[src/rtl/seg7_pkg.sv]
// Shared constants for the seven-segment scanner: digit count, blank pattern, hex glyph table.
package seg7_pkg;

    localparam int unsigned NUM_DIGITS = 8;
    localparam int unsigned IDX_W      = 3;

    localparam logic [6:0] SEG_BLANK = 7'h7F;

    // Active-low g..a glyphs; entry n is the pattern for hex digit n.
    localparam logic [15:0][6:0] HEX_SEG_TABLE = {
        7'h0E, 7'h06, 7'h21, 7'h46, 7'h03, 7'h08, 7'h10, 7'h00,
        7'h78, 7'h02, 7'h12, 7'h19, 7'h30, 7'h24, 7'h79, 7'h40
    };

    // Index of the most-significant nonzero nibble; 0 when the word is zero.
    function automatic logic [IDX_W-1:0] top_nibble(input logic [31:0] word);
        logic [IDX_W-1:0] res;
        res = '0;
        for (int k = 0; k < NUM_DIGITS; k++) begin
            if (word[4*k +: 4] != 4'h0) res = k[IDX_W-1:0];
        end
        return res;
    endfunction

endpackage

[src/rtl/hex7seg_decode.sv]
// Combinational hex nibble to active-low seven-segment pattern.
module hex7seg_decode
    import seg7_pkg::*;
(
    input  logic [3:0] nibble_i,
    output logic [6:0] seg_o
);

    always_comb begin
        seg_o = HEX_SEG_TABLE[nibble_i];
    end

endmodule

[src/rtl/seg7_scan_display.sv]
// 8-digit multiplexed hex display scanner with per-frame snapshot of F / M_R_Data and flags.
// Optional leading-zero blanking is enabled by defining SEG7_LEADING_ZERO_BLANK_EN.
module seg7_scan_display
    import seg7_pkg::*;
#(
    parameter int unsigned REFRESH_DIV = 100000
) (
    input  logic        clk_100MHz,
    input  logic        rst,
    input  logic [31:0] F,
    input  logic [31:0] M_R_Data,
    input  logic        ZF,
    input  logic        OF,
    input  logic        sel,
    output logic [7:0]  an,
    output logic [6:0]  seg,
    output logic        dp,
    output logic        frame_tick
);

    localparam int unsigned PRESC_W = $clog2(REFRESH_DIV);
    localparam logic [PRESC_W-1:0] PRESC_MAX = PRESC_W'(REFRESH_DIV - 1);

    logic [PRESC_W-1:0] presc_q, presc_d;
    logic [IDX_W-1:0]   idx_q, idx_d;
    logic [31:0]        snap_q, snap_d;
    logic [1:0]         flags_q, flags_d;  // {OF, ZF}
    logic [7:0]         an_q, an_d;
    logic [6:0]         seg_q, seg_d;
    logic               dp_q, dp_d;
    logic               frame_tick_q, frame_tick_d;

    logic               tick;
    logic               frame;
    logic [31:0]        word_now;
    logic [1:0]         flags_now;
    logic [3:0]         nibble;
    logic [6:0]         digit_seg;
    logic               dp_lit;

    // Digit 0 of a new frame is decoded from the incoming word, not the stale snapshot.
    always_comb begin
        tick      = (presc_q == PRESC_MAX);
        presc_d   = tick ? '0 : presc_q + 1'b1;
        frame     = tick && (idx_q == IDX_W'(NUM_DIGITS - 1));
        idx_d     = tick ? idx_q + 1'b1 : idx_q;
        word_now  = frame ? (sel ? M_R_Data : F) : snap_q;
        flags_now = frame ? {OF, ZF} : flags_q;
        snap_d    = word_now;
        flags_d   = flags_now;
        nibble    = word_now[{idx_d, 2'b00} +: 4];
        dp_lit    = ((idx_d == IDX_W'(0)) && flags_now[0]) ||
                    ((idx_d == IDX_W'(1)) && flags_now[1]);
    end

    hex7seg_decode u_decode (
        .nibble_i (nibble),
        .seg_o    (digit_seg)
    );

    always_comb begin
        an_d         = an_q;
        seg_d        = seg_q;
        dp_d         = dp_q;
        frame_tick_d = frame;
        if (tick) begin
            an_d  = ~(8'h01 << idx_d);
            seg_d = digit_seg;
            dp_d  = ~dp_lit;
`ifdef SEG7_LEADING_ZERO_BLANK_EN
            // A lit dp keeps its digit enabled with dark segments.
            if (idx_d > top_nibble(word_now)) begin
                seg_d = SEG_BLANK;
                if (!dp_lit) an_d = 8'hFF;
            end
`endif
        end
    end

    always_ff @(posedge clk_100MHz) begin
        if (rst) begin
            presc_q      <= '0;
            idx_q        <= IDX_W'(NUM_DIGITS - 1);
            snap_q       <= '0;
            flags_q      <= '0;
            an_q         <= 8'hFF;
            seg_q        <= SEG_BLANK;
            dp_q         <= 1'b1;
            frame_tick_q <= 1'b0;
        end else begin
            presc_q      <= presc_d;
            idx_q        <= idx_d;
            snap_q       <= snap_d;
            flags_q      <= flags_d;
            an_q         <= an_d;
            seg_q        <= seg_d;
            dp_q         <= dp_d;
            frame_tick_q <= frame_tick_d;
        end
    end

    assign an         = an_q;
    assign seg        = seg_q;
    assign dp         = dp_q;
    assign frame_tick = frame_tick_q;

endmodule

[config.mk]
export PLATFORM = sky130hd
export DESIGN_NAME = seg7_scan_display
export DESIGN_NICKNAME = d
export VERILOG_FILES = /design/src/rtl/seg7_pkg.sv /design/src/rtl/hex7seg_decode.sv /design/src/rtl/seg7_scan_display.sv
export SDC_FILE = /design/constraint.sdc
export NUM_CORES = 1
export LEC_CHECK = 0
export BUFFER_PORTS_ARGS = -buffer_cell sky130_fd_sc_hd__buf_2
export CORE_MARGIN = 5
export CORE_UTILIZATION = 59
export CTS_CLUSTER_DIAMETER = 40
export DETAILED_ROUTE_END_ITERATION = 7
export PLACE_DENSITY = 0.85
export RECOVER_POWER = 50
export SLEW_MARGIN = 20
export SYNTH_ARGS = -nofsm -noshare
export SYNTH_HDL_FRONTEND = slang
export SYNTH_SLANG_ARGS = --single-unit
[constraint.sdc]
create_clock -name clk_100MHz -period 5.5 [get_ports clk_100MHz]
set_clock_uncertainty 0.05 [all_clocks]
set_input_delay 0.825 -clock clk_100MHz [delete_from_list [all_inputs] [get_ports clk_100MHz]]
set_output_delay 0.825 -clock clk_100MHz [all_outputs]
set_load 0.05 [all_outputs]
# == Word level (Yosys, flattened, before mapping) ==
# Memory sizes are Yosys's and may differ from the RTL's. A register that Yosys moved wholly into a read port is not among the register bits.
# Index checks and enable logic that the tools add are counted.
# word_totals
regBits,64
rom_bits,112
input_bits,69
output_inout_bits,17
wordCells,27
n_memories,1
# op_classes
add_sub_neg,2
eq_ne,3
shifts,2
n_mux,4
bitwise,2
reduce_logical,6
# mem_list
memory,depth,width,read_ports,rd_ports_with_merged_regs,write_ports,line,text
(no name shown),16,7,1,1,0,hex7seg_decode.sv:10,seg_o = HEX_SEG_TABLE[nibble_i];
# ops
operator,n
$mux W32,2
$shiftx A32 B6 Y4,1
$add A17 B1 Y17 const B,1
$eq A17 B17 Y1 const B,1
$not A8 Y8,1
$shl A1 B3 Y8 const A,1
$add A3 B1 Y3 const B,1
$eq A3 B1 Y1 const B,1
$eq A3 B3 Y1 const B,1
$logic_and A1 B1 Y1,3
$logic_not A3 Y1,1
$mux W3,1
$mux W2,1
$reduce_or A2 Y1,1
$logic_or A1 B1 Y1,1
$not A1 Y1,1

# == Logic depth before layout (Yosys ltp) ==
# Gate-level depths: netlist of the first run.
# depth
ltp_word,6
ltp_mapped,16

# == Cells and area by module ==
# Synthesis of the first run repeated with hierarchy kept, for this count alone.
# unflattened
cells_unflattened,485
hier_area_um2,4081.4
# modules_own_cells
module,n_inst,cells_each,area_each_um2
seg7_scan_display,1,453,3806.2
hex7seg_decode,1,32,275.3

# == Worst setup path before layout of the first run ==
# Ideal clock, no wire load.
# synth_timing
kind,input-to-reg
startpoint,in sel
endpoint,reg seg_q[2] (netlist: seg[2])
setup_ns,0.122
arrival_ns,3.621
t_required_ns,5.328
path_slack_ns,1.707
path_stages,12
path_cell_list,buf_2 > buf_2 > buf_1 > mux2_2 > nand3_1 > a22oi_1 > a2111oi_0 > a311o_1 > inv_1 > ha_1 > and3_1 > o32a_1
# synth_via
elab_chain_len,3
# synth_lines
element,line,text
start: declaration,seg7_scan_display.sv:14,"input logic sel,"
$mux W32 (2 in series),seg7_scan_display.sv:47,word_now = frame ? (sel ? M_R_Data : F) : snap_q;
$shiftx A32 B6 Y4,seg7_scan_display.sv:51,"nibble = word_now[{idx_d, 2'b00} +: 4];"
end: declaration,seg7_scan_display.sv:29,"logic [6:0] seg_q, seg_d;"
# Every way passes these cells.
# A chain may end at the register's enable or synchronous reset.

# == Worst setup path after layout of the first run ==
# layout_timing
startpoint,reg presc_q[0]
endpoint,reg seg_q[3] (netlist: seg[3])
# layout_via
elab_chain_len,4
word_cells_on_any_way,5
# layout_lines
element,line,text
start: declaration,seg7_scan_display.sv:24,"logic [PRESC_W-1:0] presc_q, presc_d;"
start signal: assignment,seg7_scan_display.sv:91,presc_q <= presc_d;
$eq A17 B17 Y1 (*),seg7_scan_display.sv:43,tick = (presc_q == PRESC_MAX);
$logic_and A1 B1 Y1,seg7_scan_display.sv:45,frame = tick && (idx_q == IDX_W'(NUM_DIGITS - 1));
$mux W32,seg7_scan_display.sv:47,
$shiftx A32 B6 Y4,seg7_scan_display.sv:51,
# Mark *: on every way between the ends. The rest lies on a longest branch, timed or not.

==> results of run 1 <==
## sequential cells by signal, summed over array words and instances, names as in the netlist
name	cells
snap_q	32
presc_q	17
an	8
seg	7
idx_q	3
flags_q	2
dp	1
frame_tick	1
## cell usage after synthesis (all sizes together), types with 2 or more instances
cell type	instances	area (um2)
a221oi	3	32.5
a21o	2	15.0
nor2	67	251
o21bai	5	37.5
mux4	5	113
and4	3	26.3
o22ai	6	51.3
and3	5	31.3
o21a	3	22.5
a41oi	2	17.5
mux2i	37	370
nand4	7	43.8
or2	3	18.8
xnor2	5	51.3
a31oi	2	12.5
a21boi	2	15.0
a211oi	18	135
xor2	11	96.3
ha	9	113
a2111oi	6	52.6
nor4	3	33.8
nand3	16	80.1
dfxtp	71	1420
or3	3	18.8
mux2	13	146
nor3b	2	15.0
a21oi	25	125
clkbuf	23	86.3
nor3	19	95.1
inv	6	22.5
clkinv	2	7.51
nand2b	10	62.6
a22oi	6	45.0
a311oi	2	17.5
buf	12	66.3
nand2	20	75.1
o21ai	19	95.1
and2	2	12.5
## worst max-delay path, stage by stage (launching register included)
cell	delay, ns
dfxtp_1	0.39
ha_1	0.25
and4_1	0.36
and4_1	0.63
clkbuf_1	0.51
nand2_1	0.21
a21boi_0	0.28
a2111oi_0	0.38
a311o_1	0.33
inv_1	0.14
ha_1	0.23
mux2_2	0.27
mux2i_1	0.12
o21ai_0	0.08
## area by class of cell
class,count,area share [%]
clock buffers,10,2.75
clock inverters,5,1.29
inverters,8,0.646
multi-input cells,355,52.8
flip-flops and latches,71,30.6
well taps,80,2.15
repair buffers,92,9.72
## metrics by stage
stage               setup slack, ns  utilization [%]
floorplan                      1.71                -
global placement               1.56             66.4
detailed placement             1.39             66.4
CTS                            1.34             69.2
global route                  0.712             68.8
finish                         1.11             68.8
## where the power goes
part / switching (W) / internal [W]
clock network: 0.000192 / 0.000208
registers: 0.00000208 / 0.000516
logic: 0.0000342 / 0.0000390
## worst paths after layout
check                 to  slack (ns)  cells after the start        from
setup / recovery  seg[3]        1.11                     13  presc_q[0]
setup reg to reg  seg[3]        1.11                     13  presc_q[0]
hold / removal    seg[6]        0.43                      1      seg[6]
hold reg to reg   seg[6]        0.43                      1      seg[6]
## metal layers
| layer | GRT usage, % | vias up | part of all wire (%) |
|---|---|---|---|
| met5 | 0 | - | 0 |
| met4 | 8.30 | 0 | 2.8 |
| met3 | 4.79 | 36 | 6.3 |
| met2 | 44.6 | 146 | 50 |
| met1 | 31.1 | 1770 | 41 |
| li1 | - | 1852 | - |
## cells by family after synthesis
logic type | share of synthesized area [%]
and+or+nand+nor | 20.2
AOI/OAI and AO/OA | 18.4
DFF | 35.0
muxes | 15.5
buffers and inverters | 4.50
xor gates and xnor gates | 3.64
adders and majority gates | 2.77
==> results.md, run 1 <==
* Outcome: complete, but fails checks
* Violated checks: max-capacitance violations, max-slew violations
* Power after layout at 0.000991 W
* Clock net sink count at 71
* Fraction of final layout cells sized beyond drive strength 1 at 21.1%
* Die height at 92.9 um
* Area used by multi-input combinational logic at 2450 um2
* Routed wire length at 10500 um
* Global route overflow at 0
* Setup repair after global routing missed its margin: no
* Number of optimization iterations in the first detailed-route pass at 5
* Via density per instance at 6.13
* Final Setup Violations at 0
* Antenna violations before repair at 0
* Starting utilization of the core area at 60.1%
* I/O pin total at 86
* Fill count at 568
* Min-Delay Path Class: register to register
* Pins over their slew limit at 52
* Commonest non-fill, non-tap cell in the layout: dfxtp_1
* Post-synthesis to final-layout area growth at 14.5%
* Post-route fraction of the period consumed by the critical path at 79.9%
* Clock period minus final worst setup slack at 4.39 ns
* Number of enable flip-flop cells after synthesis at 0
* DP Area at 4490 um2
* Summed instance area of the synthesized netlist at 4060 um2
* DRT antenna net count at 0
* Power density relative to cell area at 213 nW/um2
* Net total in the final layout at 615
* Largest fanout on the critical path at 15
* Number of global-route vias before repair at 3787
* Finished Layout Cells at 621
* Req. time, crit path at 5.64 ns
* Avg WL per Cell at 17.0 um
* Via count of the routed design at 3804
* Post-Route Setup TNS at 0 ns
* Number of hold-repair buffers added at the cts stage at 0
* Net count of the mapped netlist at 547
* CP Launch Type: register
* Number of H-tree branching levels at 3
* Combined global-route utilization of all metal layers at 25.4%
* Register area at 1420 um2
* Smallest hold slack at 0.427 ns
* Clock Pin Slew Worst Setup and Hold Paths at 0.07 ns
* Commonest cells after routing, fill and taps aside: dfxtp_1 (71), nor2_1 (67), buf_2 (67)
* Fmax at 228 MHz
* Finished layout cell area at 4650 um2
* Largest voltage drop on the vdd net at 0.170 mV
* Resized Gates After CTS at 0
* Synthesized area per cell at 8.65 um2
* Total placed cells including tap cells at 606
* Worst Max-Slew Pin Slew at 2.06 ns
* Crit Path Class: register to register
* Flip-flop and latch count after synthesis at 71
* Insertion delay to the later sink of the worst-skew pair at 0.34 ns
* Number of instances in the synthesized netlist at 469
* Maximum number of buffers from clock root to sink at 2
* Endpoint type of the worst setup path: register
* Crit path arrival time at 4.54 ns
* Die X-Extent at 92.9 um
* GPL Wtd Cong at 0.895
* Number of clock buffers inserted by TritonCTS at 9
* Drc violations at 0
* Most common flop cell mapped by yosys: dfxtp_1
* Synth warn at 0
* Clock Root Buffer: clkbuf_8
* Core region area at 6760 um2
* Sequential fraction of the synthesis area at 35.0%
* Total setup buffers inserted after CTS at 0
* Number of failing hold endpoints at the final stage at 0
* Detailed placer's ending HPWL at 7650 um
* Number of distinct library cell variants in the gate-level netlist after synthesis at 60
* Number of buffers added on ports at 85
* Maximum Capacitance Violations at 1
* Largest net degree at the start of global routing at 52
* Normalized max-slew margin at -37.2%
* Drt initial violations at 401
* Async set or reset register ratio after synthesis at 0%
* Leakage power at 1.85 nW
* TritonCTS clock tree: built
* First-pass GRT wire length at 17800 um
* Die outline area at 8640 um2
* Number of standard-cell rows in the floorplan at 30
* Number of antenna cells inserted at 0
(Power assumes the default switching activity.)
==> run 2: changes to the inputs <==
Settings changed: CORE_UTILIZATION 59 to 55, PLACE_DENSITY 0.85 to 0.8.
Clock period 5.5 ns to 4.3 ns, I/O delays scaled along.
==> results.md, run 2 (synthesis results as in run 1) <==
* Outcome: complete, but fails checks (unchanged)
* Violated checks: max-capacitance violations, max-slew violations (unchanged)
* Post-synthesis to final-layout area growth at 17.4% (was 14.5%)
* Core region area at 7210 um2 (was 6760 um2)
* GPL Wtd Cong at 0.893 (was 0.895)
* Die outline area at 9200 um2 (was 8640 um2)
* Net total in the final layout at 623 (was 615)
* Via density per instance at 5.99 (was 6.13)
* Final Setup Violations at 0 (unchanged)
* Clock period minus final worst setup slack at 3.77 ns (was 4.39 ns)
* Sequential Power Share at 48.7% (was 52.3%)
* Total setup buffers inserted after CTS at 0 (unchanged)
* Setup repair after global routing missed its margin: no (unchanged)
* Detailed placer's ending HPWL at 7760 um (was 7650 um)
* Leakage power at 1.91 nW (was 1.85 nW)
* Maximum number of buffers from clock root to sink at 2 (unchanged)
* Register containing the most flip-flops in the final layout: snap_q (unchanged)
* DRT antenna net count at 0 (unchanged)
* Largest fanout on the critical path at 19 (was 15)
* Fill count at 641 (was 568)
* Number of hold-repair buffers added at the cts stage at 0 (unchanged)
* Most common cell type on the critical path: ha_1
* Maximum Capacitance Violations at 1 (unchanged)
* Total buffers and inverters traversed by the critical path at 2 (unchanged)
* Endpoint type of the worst setup path: register (unchanged)
* Largest register FFs at 32 (unchanged)
* Clock Pin Slew Worst Setup and Hold Paths at 0.08 ns (was 0.07 ns)
* Resized Gates After CTS at 0 (unchanged)
* Number of antenna cells inserted at 0 (unchanged)
* Clock network fraction of design power at 44.4% (was 40.4%)
* Number of optimization iterations in the first detailed-route pass at 5 (unchanged)
* Pins over their slew limit at 52 (unchanged)
* Worst Max-Slew Pin Slew at 2.13 ns (was 2.06 ns)
* Fraction of final layout cells sized beyond drive strength 1 at 22.4% (was 21.1%)
* Number of failing hold endpoints at the final stage at 0 (unchanged)
* Min-Delay Path Class: register to register (unchanged)
* First-pass GRT wire length at 17000 um (was 17800 um)
* I/O pin total at 86 (unchanged)
* Psw at 0.000306 W (was 0.000228 W)
* Post-route fraction of the period consumed by the critical path at 87.6% (was 79.9%)
* Number of standard-cell rows in the floorplan at 31 (was 30)
* Commonest cells after routing, fill and taps aside: dfxtp_1 (71), nor2_1 (67), buf_2 (67) (unchanged)
* Post-route worst setup slack at 0.531 ns (was 1.11 ns)
* Antenna violations before repair at 0 (unchanged)
* Combined global-route utilization of all metal layers at 23.9% (was 25.4%)
* Commonest non-fill, non-tap cell in the layout: dfxtp_1 (unchanged)
* Share of total power in combinational logic at 6.9% (was 7.4%)
* Drt initial violations at 310 (was 401)
* CP Launch Type: register (unchanged)
* Global route overflow at 0 (unchanged)
* Switching share of power at 22.6% (was 23.0%)
* Internal Dissipation at 0.00105 W (was 0.000762 W)
* Via count of the routed design at 3886 (was 3804)
* Master of the slowest instance on the critical path: clkinv_1 (was and4_1)
* Power density relative to cell area at 285 nW/um2 (was 213 nW/um2)
* Post-Route Setup TNS at 0 ns (unchanged)
* Largest voltage drop on the vdd net at 0.218 mV (was 0.170 mV)
* Clock net sink count at 71 (unchanged)
* Crit Path Class: register to register (unchanged)
* Area used by multi-input combinational logic at 2450 um2 (unchanged)
* Fmax at 265 MHz (was 228 MHz)
* Normalized max-slew margin at -42.3% (was -37.2%)
* Die X-Extent at 95.9 um (was 92.9 um)
* Worst setup timing slack at the placement stage at 0.558 ns (was 1.39 ns)
* Number of buffers added on ports at 85 (unchanged)
* Clock Root Buffer: clkbuf_8 (unchanged)
* Largest net degree at the start of global routing at 52 (unchanged)
* Drc violations at 0 (unchanged)
* Routed wire length at 10500 um (about the same)
* Register area at 1420 um2 (unchanged)
* TritonCTS clock tree: built (unchanged)
* Die height at 95.9 um (was 92.9 um)
* Number of clock buffers inserted by TritonCTS at 9 (unchanged)
* Largest stage delay on the critical path at 0.52 ns (was 0.63 ns)
* Avg WL per Cell at 16.2 um (was 17.0 um)
* Number of H-tree branching levels at 3 (unchanged)
* Worst-path cell chain: ha_1, ha_1, clkinv_1, nor4_1, a2111oi_0, a32o_1, a21oi_1, inv_1, ha_1, nor3b_1, a221oi_2, o22a_1 (was ha_1, and4_1, and4_1, clkbuf_1, nand2_1, a21boi_0, a2111oi_0, a311o_1, inv_1, ha_1, mux2_2, mux2i_1, o21ai_0)
* Number of global-route vias before repair at 3667 (was 3787)
* Insertion delay to the later sink of the worst-skew pair at 0.36 ns (was 0.34 ns)
* Family with the most delay on the worst path: compound AO/OA/AOI/OAI gates (was simple AND/OR/NAND/NOR gates)
* Crit path arrival time at 3.97 ns (was 4.54 ns)
* Req. time, crit path at 4.51 ns (was 5.64 ns)
* Starting utilization of the core area at 56.3% (was 60.1%)
run 2: cell count changes in the layout (fill, tap and decap cells not counted), sizes merged:
cell    delta
buf        +8
bufinv     +1
clkbuf     +1
clkinv     -1
run 2: worst reg2reg max path, cell delays in order (launching register included):
cell	delay, ns
dfxtp_1	0.39
ha_1	0.17
ha_1	0.28
clkinv_1	0.52
nor4_1	0.45
a2111oi_0	0.13
a32o_1	0.28
a21oi_1	0.45
inv_1	0.20
ha_1	0.25
nor3b_1	0.26
a221oi_2	0.06
o22a_1	0.18
run 2: final cells by class:
cell class              instances  share of cell area [%]
inverters                       8                   0.630
multi-input cells             355                    51.5
clock buffers                  11                    2.97
well taps                      99                    2.60
flip-flops and latches         71                    29.8
clock inverters                 5                    1.71
repair buffers                100                    10.7
run 2: final timing paths:
| check | from | to | slack (ns) | cells after the start |
|---|---|---|---|---|
| max | idx_q[1] | seg[0] | 0.53 | 12 |
| min reg2reg | presc_q[0] | presc_q[0] | 0.42 | 1 |
| min | presc_q[0] | presc_q[0] | 0.42 | 1 |
| max reg2reg | idx_q[1] | seg[0] | 0.53 | 12 |
run 2: power groups by stage:
stage | combinational, W | sequential, W | clock, W
2_1_floorplan | 0.0000518 | 0.000676 | 0
3_3_place_gp | 0.0000908 | 0.000677 | 0
3_5_place_dp | 0.0000938 | 0.000677 | 0
4_1_cts | 0.0000942 | 0.000662 | 0.000604
5_1_grt | 0.000102 | 0.000662 | 0.000638
6_report | 0.0000935 | 0.000661 | 0.000603
run 2: layer usage:
metal  global-route usage, %  wire (um)  share of wire (%)
met1                    29.9       4350                 41
met3                    5.00        792                7.5
met5                       0          0                  0
met2                    40.2       5090                 48
met4                    9.12        289                2.7
run 2: through the flow:
stage	std cells	util [%]	hold slack, ns	power [W]	area [um2]
6_report	649	66.0	0.421	0.00136	4760
5_1_grt	649	66.0	0.447	0.00140	4760
4_1_cts	649	66.4	0.421	0.00136	4790
3_5_place_dp	633	63.4	0.404	0.000771	4570
3_3_place_gp	633	63.4	0.394	0.000767	4570
2_1_floorplan	469	-	0.380	0.000728	4060
==> run 3: changes to the inputs <==
Settings changed: CTS_BUF_LIST from default to sky130_fd_sc_hd__clkbuf_4 sky130_fd_sc_hd__clkbuf_8 sky130_fd_sc_hd__clkbuf_16.
==> results.md, run 3 (synthesis results as in run 1) <==
* Number of H-tree branching levels at 3 (unchanged)
* Largest fanout on the critical path at 19 (unchanged)
* Fill count at 640 (was 641)
* Largest register FFs at 32 (unchanged)
* CP Launch Type: register (unchanged)
* Fraction of final layout cells sized beyond drive strength 1 at 22.5% (was 22.4%)
* Largest voltage drop on the vdd net at 0.218 mV (about the same)
* Final Setup Violations at 0 (unchanged)
* Slack of the worst reg-to-reg path at 0.53 ns (about the same)
* Number of failing hold endpoints at the final stage at 0 (unchanged)
* Number of clock buffers inserted by TritonCTS at 9 (unchanged)
* Drt initial violations at 310 (unchanged)
* Fmax at 265 MHz (about the same)
* Die X-Extent at 95.9 um (unchanged)
* Maximum Capacitance Violations at 1 (unchanged)
* DRT antenna net count at 0 (unchanged)
* Outcome: complete, but fails checks (unchanged)
* Core region area at 7210 um2 (unchanged)
* Crit Reg-Reg Startpoint: idx_q[1] (unchanged)
* End of the critical path: seg[0] (unchanged)
* Normalized max-slew margin at -42.3% (about the same)
* I/O pin total at 86 (unchanged)
* Number of buffers added on ports at 85 (unchanged)
* Number of hold-repair buffers added at the cts stage at 0 (unchanged)
* Avg WL per Cell at 16.2 um (about the same)
* Insertion delay to the later sink of the worst-skew pair at 0.36 ns (about the same)
* Power density relative to cell area at 286 nW/um2 (was 285 nW/um2)
* Depth of the most critical reg-to-reg path at 12 (unchanged)
* Clock net sink count at 71 (unchanged)
* TritonCTS clock tree: built (unchanged)
* Via count of the routed design at 3883 (was 3886)
* Clock period minus final worst setup slack at 3.77 ns (about the same)
* Req. time, crit path at 4.51 ns (about the same)
* Register containing the most flip-flops in the final layout: snap_q (unchanged)
* Finished Layout Cells at 649 (unchanged)
* Clock Root Buffer: clkbuf_8 (unchanged)
* Crit Path Class: register to register (unchanged)
* Leakage power at 1.91 nW (about the same)
* Starting utilization of the core area at 56.3% (unchanged)
* Worst Max-Slew Pin Slew at 2.13 ns (about the same)
* Drc violations at 0 (unchanged)
* Die outline area at 9200 um2 (unchanged)
* Via density per instance at 5.98 (was 5.99)
* Routed wire length at 10500 um (about the same)
* Total setup buffers inserted after CTS at 0 (unchanged)
* CP Launch Point: idx_q[1] (unchanged)
* Commonest cells after routing, fill and taps aside: dfxtp_1 (71), nor2_1 (67), buf_2 (67) (unchanged)
* Critical R2R Capture: seg[0] (unchanged)
* Smallest hold slack at 0.421 ns (about the same)
* Number of optimization iterations in the first detailed-route pass at 5 (unchanged)
* Violated checks: max-capacitance violations, max-slew violations (unchanged)
* Post-route fraction of the period consumed by the critical path at 87.6% (about the same)
* Crit path arrival time at 3.97 ns (about the same)
* GPL Wtd Cong at 0.893 (unchanged)
* Endpoint type of the worst setup path: register (unchanged)
* Die height at 95.9 um (unchanged)
* Largest net degree at the start of global routing at 52 (unchanged)
* Commonest non-fill, non-tap cell in the layout: dfxtp_1 (unchanged)
* Global route overflow at 0 (unchanged)
* Maximum number of buffers from clock root to sink at 2 (unchanged)
* Resized Gates After CTS at 0 (unchanged)
* Net total in the final layout at 623 (unchanged)
* First-pass GRT wire length at 17000 um (unchanged)
* Number of global-route vias before repair at 3667 (unchanged)
* Min-Delay Path Class: register to register (unchanged)
* Total placed cells including tap cells at 633 (unchanged)
* Antenna violations before repair at 0 (unchanged)
* Detailed placer's ending HPWL at 7760 um (unchanged)
* Pins over their slew limit at 52 (unchanged)
* Clock Pin Slew Worst Setup and Hold Paths at 0.08 ns (about the same)
* Combined global-route utilization of all metal layers at 23.9% (unchanged)
* Number of standard-cell rows in the floorplan at 31 (unchanged)
* Setup repair after global routing missed its margin: no (unchanged)
* Post-Route Setup TNS at 0 ns (unchanged)
* Post-synthesis to final-layout area growth at 17.5% (was 17.4%)
* Number of antenna cells inserted at 0 (unchanged)
-- run 3: cell types whose count changed in the layout (fill, tap and decap cells not counted) --
| cell | previous run | this run |
|---|---|---|
| clkbuf_1 | 20 | 19 |
| clkbuf_4 | 0 | 1 |
-- run 3: metal layers --
| layer | global-route usage (%) | vias up | wire [um] |
|---|---|---|---|
| li1 | - | 1875 | - |
| met1 | 29.9 | 1821 | 4350 |
| met2 | 40.2 | 153 | 5100 |
| met3 | 5.00 | 34 | 790 |
| met4 | 9.12 | 0 | 289 |
| met5 | 0 | - | 0 |
-- run 3: final cells by class --
class / count / area [um2] / share of cell area [%]
Sequential cell: 71 / 1420 / 29.8
Multi-Input combinational cell: 355 / 2450 / 51.5
Clock inverter: 5 / 81.3 / 1.71
Timing Repair Buffer: 100 / 512 / 10.7
Clock buffer: 11 / 145 / 3.04
Tap cell: 99 / 124 / 2.60
Inverter: 8 / 30.0 / 0.630
-- run 3: worst min-delay path by stage --
stage	start	end	cells after the start
6_report	presc_q[0]	presc_q[0]	1
5_1_grt	presc_q[0]	presc_q[0]	1
4_1_cts	presc_q[0]	presc_q[0]	1
3_5_place_dp	presc_q[0]	presc_q[0]	1
3_3_place_gp	presc_q[0]	presc_q[0]	1
2_1_floorplan	presc_q[0]	presc_q[0]	1
-- run 3: report_power, final --
| part | internal (W) | total, W | switching, W |
|---|---|---|---|
| Sequential | 0.000659 | 0.000661 | 0.00000223 |
| Combinational | 0.0000502 | 0.0000935 | 0.0000433 |
| Clock | 0.000349 | 0.000610 | 0.000261 |
-- run 3: metrics by stage --
stage / area [um2] / power [W] / util, % / setup WS (ns)
6_report: 4770 / 0.00136 / 66.1 / 0.532
5_1_grt: 4770 / 0.00141 / 66.1 / 0.0842
4_1_cts: 4800 / 0.00137 / 66.5 / 0.542
3_5_place_dp: 4570 / 0.000771 / 63.4 / 0.558
3_3_place_gp: 4570 / 0.000767 / 63.4 / 0.725
2_1_floorplan: 4060 / 0.000728 / - / 0.687
-- run 3: critical path, stage by stage, from the launching register on --
cell and delay (ns):
dfxtp_1 0.39, ha_1 0.17, ha_1 0.28, clkinv_1 0.52
nor4_1 0.45, a2111oi_0 0.13, a32o_1 0.28, a21oi_1 0.45
inv_1 0.20, ha_1 0.25, nor3b_1 0.26, a221oi_2 0.06
o22a_1 0.18
